===== src/rtl/lane_unstriping_n.sv =====
// lane_unstriping_n: per-lane deskew FIFOs drained in strict round-robin order into one word stream.
// Define UNSTRIPE_LANE_CNT_EN to add the active_lanes input, which limits how many lanes take part.
module lane_unstriping_n #(
    parameter int NUM_LANES  = 2,
    parameter int DATA_W     = 32,
    parameter int FIFO_DEPTH = 4
) (
    input  logic                           clk,
    input  logic                           reset_L,
    input  logic [NUM_LANES-1:0]           valid_in,
    input  logic [NUM_LANES*DATA_W-1:0]    lane_data,
`ifdef UNSTRIPE_LANE_CNT_EN
    input  logic [$clog2(NUM_LANES+1)-1:0] active_lanes,
`endif
    input  logic                           out_ready,
    output logic [DATA_W-1:0]              data_out,
    output logic                           valid_out,
    output logic [NUM_LANES-1:0]           lane_full,
    output logic [NUM_LANES-1:0]           overflow
);
    localparam int AW = $clog2(FIFO_DEPTH);
    localparam int LW = $clog2(NUM_LANES);

    logic [DATA_W-1:0]    head [NUM_LANES];
    logic [LW-1:0]        rr_ptr, last;
    logic [NUM_LANES-1:0] empty, full, active, push, pop;
    logic                 load;

`ifdef UNSTRIPE_LANE_CNT_EN
    localparam int CW = $clog2(NUM_LANES+1);
    logic [CW-1:0] cnt_q, cnt_in, cnt;
    logic          cnt_vld;
    assign cnt_in = (active_lanes == '0 || active_lanes > CW'(NUM_LANES)) ? CW'(NUM_LANES) : active_lanes;
    // Until the first post-reset edge the live input is used, so the count is taken at reset release.
    assign cnt    = cnt_vld ? cnt_q : cnt_in;
    assign last   = LW'(cnt - 1'b1);
    always_ff @(posedge clk or negedge reset_L)
        if (!reset_L) begin
            cnt_q   <= CW'(NUM_LANES);
            cnt_vld <= 1'b0;
        end else if (!cnt_vld || (load && rr_ptr == last)) begin
            cnt_q   <= cnt_in;
            cnt_vld <= 1'b1;
        end
`else
    assign last   = LW'(NUM_LANES - 1);
    assign active = '1;
`endif

    for (genvar i = 0; i < NUM_LANES; i++) begin : g_lane
        logic [DATA_W-1:0] mem [FIFO_DEPTH];
        logic [AW:0]       wr_ptr, rd_ptr, count;
`ifdef UNSTRIPE_LANE_CNT_EN
        assign active[i] = CW'(i) < cnt;
`endif
        assign count        = wr_ptr - rd_ptr;
        assign empty[i]     = count == '0;
        assign full[i]      = count == (AW+1)'(FIFO_DEPTH);
        assign pop[i]       = load && rr_ptr == LW'(i);
        assign push[i]      = valid_in[i] && active[i] && (!full[i] || pop[i]);
        assign lane_full[i] = full[i] && active[i];
        assign head[i]      = mem[rd_ptr[AW-1:0]];
        always_ff @(posedge clk or negedge reset_L)
            if (!reset_L) begin
                wr_ptr <= '0;
                rd_ptr <= '0;
            end else begin
                if (push[i]) wr_ptr <= wr_ptr + 1'b1;
                if (pop[i]) rd_ptr <= rd_ptr + 1'b1;
            end
        always_ff @(posedge clk)
            if (push[i]) mem[wr_ptr[AW-1:0]] <= lane_data[i*DATA_W +: DATA_W];
    end

    // Strict order: an empty lane at rr_ptr stalls the output rather than being skipped.
    assign load = (!valid_out || out_ready) && !empty[rr_ptr];

    always_ff @(posedge clk or negedge reset_L)
        if (!reset_L) begin
            data_out  <= '0;
            valid_out <= 1'b0;
            rr_ptr    <= '0;
            overflow  <= '0;
        end else begin
            overflow <= overflow | (valid_in & active & ~push);
            if (load) begin
                data_out <= head[rr_ptr];
                rr_ptr   <= (rr_ptr == last) ? '0 : rr_ptr + 1'b1;
            end
            if (!valid_out || out_ready) valid_out <= load;
        end
endmodule


===== config.mk =====
export PLATFORM = sky130hd
export DESIGN_NAME = lane_unstriping_n
export DESIGN_NICKNAME = d
export VERILOG_FILES = /design/src/rtl/lane_unstriping_n.sv
export SDC_FILE = /design/constraint.sdc
export NUM_CORES = 1
export LEC_CHECK = 0
export BUFFER_PORTS_ARGS = -buffer_cell sky130_fd_sc_hd__buf_2
export CELL_PAD_IN_SITES_DETAIL_PLACEMENT = 0
export CELL_PAD_IN_SITES_GLOBAL_PLACEMENT = 1
export CORE_MARGIN = 10
export CORE_UTILIZATION = 40
export DETAILED_ROUTE_END_ITERATION = 7
export PLACE_DENSITY = 0.71
export SYNTH_ARGS = -nofsm -noshare
export SYNTH_HDL_FRONTEND = slang
export SYNTH_SLANG_ARGS = --single-unit
export TNS_END_PERCENT = 5

===== constraint.sdc =====
create_clock -name clk -period 3.54 [get_ports clk]
set_input_delay 0.708 -clock clk [delete_from_list [all_inputs] [get_ports clk]]
set_output_delay 0.708 -clock clk [all_outputs]
set_load 0.01 [all_outputs]

==> run_results.csv <==
group,metric,value,unit
status,outcome,"finished clean",
yosys,synth-main-ff-cell,"edfxtp_1",
yosys,syn_nets,656,
drt,routed_via_density,5.21,
cts,cts_buffers,30,
pwr,p_leak,4.84,nW
placement,dpl-instance-area,12800,um^2
drt,met3WireLength,1220,um
cells_and_area,fill_cells,2369,
die,die_height,191,um
setup_path,reg2reg_from,"g_lane[1].wr_ptr[0]$_DFFE_PN0P_",
cts,cts_root_buf,"clkbuf_16",
placement,place_congestion,0.734,
pwr,vdd_ir_drop_max,595,uV
cts,post_cts_buffers,0,
yosys,synth_area,11700,um^2
yosys,synth_edf_count,256,
drt,firstDrtPassIters,4,
global_route,antenna_found_initial,0,
setup_path,rr_worst_depth,7,
cts,cts_tree,"done",
die,core-area,28800,um^2
pwr,power_density,920,nW/um^2
yosys,yosysTopAreaCell,"edfxtp_1",
setup_path,r2r_slack,0.89,ns
yosys,synth_top_cells_by_count,"edfxtp_1 (256), mux4_2 (64), dfrtp_1 (48)",
cells_and_area,drive_above_1_share,34.9,%
drt,drtIter0Drc,388,
run,maxCapViolCount,0,
pwr,totalPowerFinal,12.7,mW
sta,period_needed,2.84,ns
placement,hpwl,16400,um
sta,fmax,352,MHz
sta,finalSetupViolations,0,
sta,relSlewSlack,42.7,%
yosys,synth.top_cells.by_area,"edfxtp_1 (66%), mux4_2 (12%), dfrtp_1 (10%)",
cts,clock_latency,0.56,ns
cts,clkTransAtPathRegs,0.06,ns
drt,routed.top_layer,"met4",
sta,tightest_slew,0.860,ns
drt,wl_met1,11300,um
cts,cts_hold_buf,0,
cts,clkSinkCount,304,
setup_path,crit_fanout,4,
setup_path,worstPathRequired,2.83,ns
yosys,synth-async-reset-ratio,15.8,%
setup_path,crit_path_start_kind,"register",
sta,final_max_slew_viol_count,0,
sta,setup_tns,0,ns
placement,portBuffers,105,
cts,cts.path.max_buffers,3,
drt,met2_length,13000,um
die,start_util,40.7,%
sta,finalHoldViolCount,0,
sta,fin_crit_sh,80.2,%
cells_and_area,fin_nets,778,
setup_path,crit_arrival,2.13,ns
global_route,overflow,0,
global_route,grt_pass1_wl,39400,um
cells_and_area,fin_cells,1105,
global_route,gr-usage-all-layers,14.1,%
yosys,avgSynthCellArea,20.4,um^2
drt,vias,5758,
drt,routedWlPerCell,23.5,um
setup_path,end_kind,"output pin",
global_route,grt_max_degree,38,
yosys,synth.distinct_cells,31,
die,die_area,36500,um^2
placement,placedCellCount,1047,
yosys,synth_top_cell_area_share,65.7,%
cts,htreeDepth,1,
cells_and_area,stdcell_area,13900,um^2
setup_path,timing.rr.end,"g_lane[1].mem[3][2]$_DFFE_PP_",
die,io_pins,106,
cells_and_area,area_growth,18.4,%
die,die_w,191,um
yosys,ys_seq_area_share,75.9,%
cells_and_area,final_util,48.1,%
min_path,hold_path_class,"in2async",
setup_path,critPathKind,"reg2out",
sta,skew,0.0293,ns
sta,rsz0062_at_grt,"false",
die,rows,62,
yosys,ys_ff_latch,304,
cts,ctsResizeCount,0,
drt,postRouteAntennaNets,0,
global_route,grt_pass1_vias,6437,
yosys,synthCells,573,
cells_and_area,seq_area,8890,um^2
cells_and_area,multiInputGateArea,2660,um^2
drt,drc,0,
yosys,ys.warnings.count,0,
yosys,post-synth-top-count-cell,"edfxtp_1",
drt,wl,25900,um
-- worst max-delay path: stages (launching register included) --
cell and delay (ns):
dfrtp_1 0.40, inv_1 0.15, ha_1 0.17, nor2b_1 0.28, xnor2_2 0.19, nand3_1 0.19
inv_1 0.09, buf_2 0.13
-- cells in the final DEF (no fill, tap or decap), types with 6 or more instances in the layout --
cell type and count:
mux4_2 64, inv_1 7, nor3_1 32, and2_2 8, xnor2_1 6, buf_2 105, buf_4 11, a21oi_1 32
mux2i_1 32, bufinv_16 7, dfrtp_1 43, clkbuf_16 30, edfxtp_1 256, ha_1 14, nand2_1 12
-- cells by family after synthesis --
kind of cell    synth area share, %
flops                          75.9
compound gates                 2.16
simple gates                   2.65
mux                            15.0
buf+inv                        1.61
fa+ha+maj                      1.50
xor+xnor                       1.10
-- area by class of cell --
type | instances | share of cell area, %
sequential | 304 | 64.2
multi-input combinational | 231 | 19.2
clock buffer | 36 | 5.65
timing repair buffer | 121 | 5.11
tap | 384 | 3.47
clock inverter | 20 | 2.17
inverter | 7 | 0.190
antenna | 2 | 0.0361
-- layer usage --
| layer | vias up | GRT usage [%] |
|---|---|---|
| li1 | 2559 | - |
| met1 | 3022 | 18.6 |
| met2 | 147 | 24.0 |
| met3 | 30 | 2.51 |
| met4 | 0 | 2.88 |
| met5 | - | 0 |
-- sequential cells by signal (all words and copies together) (netlist names) --
| signal | cells |
|---|---|
| g_lane.mem | 256 |
| g_lane.rd_ptr | 6 |
| g_lane.wr_ptr | 6 |
| valid_out | 1 |
| overflow | 2 |
| data_out | 32 |
| rr_ptr | 1 |
-- worst max path at each step --
stage / startpoint / endpoint / slack [ns]
final: g_lane[0].wr_ptr[0]$_DFFE_PN0P_ / lane_full[0] / 0.70
after global routing: g_lane[1].wr_ptr[0]$_DFFE_PN0P_ / lane_full[1] / 0.52
after CTS: g_lane[0].wr_ptr[0]$_DFFE_PN0P_ / lane_full[0] / 0.66
after detailed placement: g_lane[1].wr_ptr[0]$_DFFE_PN0P_ / g_lane[1].mem[3][18]$_DFFE_PP_ / 0.89
after global placement: out_ready / g_lane[0].mem[3][6]$_DFFE_PP_ / 0.99
after floorplan: g_lane[0].rd_ptr[1]$_DFFE_PN0P_ / g_lane[0].mem[3][0]$_DFFE_PP_ / 0.51
-- where the power goes --
| group | switching [mW] | internal [mW] |
|---|---|---|
| registers | 0.298 | 4.93 |
| clock network | 1.33 | 2.10 |
| logic | 2.38 | 1.71 |
| total | 4.01 | 8.73 |
-- stage by stage --
stage | hold WS [ns] | setup slack (ns)
final | 0.247 | 0.702
after global placement | 0.440 | 0.988
after CTS | 0.251 | 0.665
after detailed placement | 0.443 | 0.887
after global routing | 0.282 | 0.517
after floorplan | 0.412 | 0.510
(Power assumes the default switching activity.)
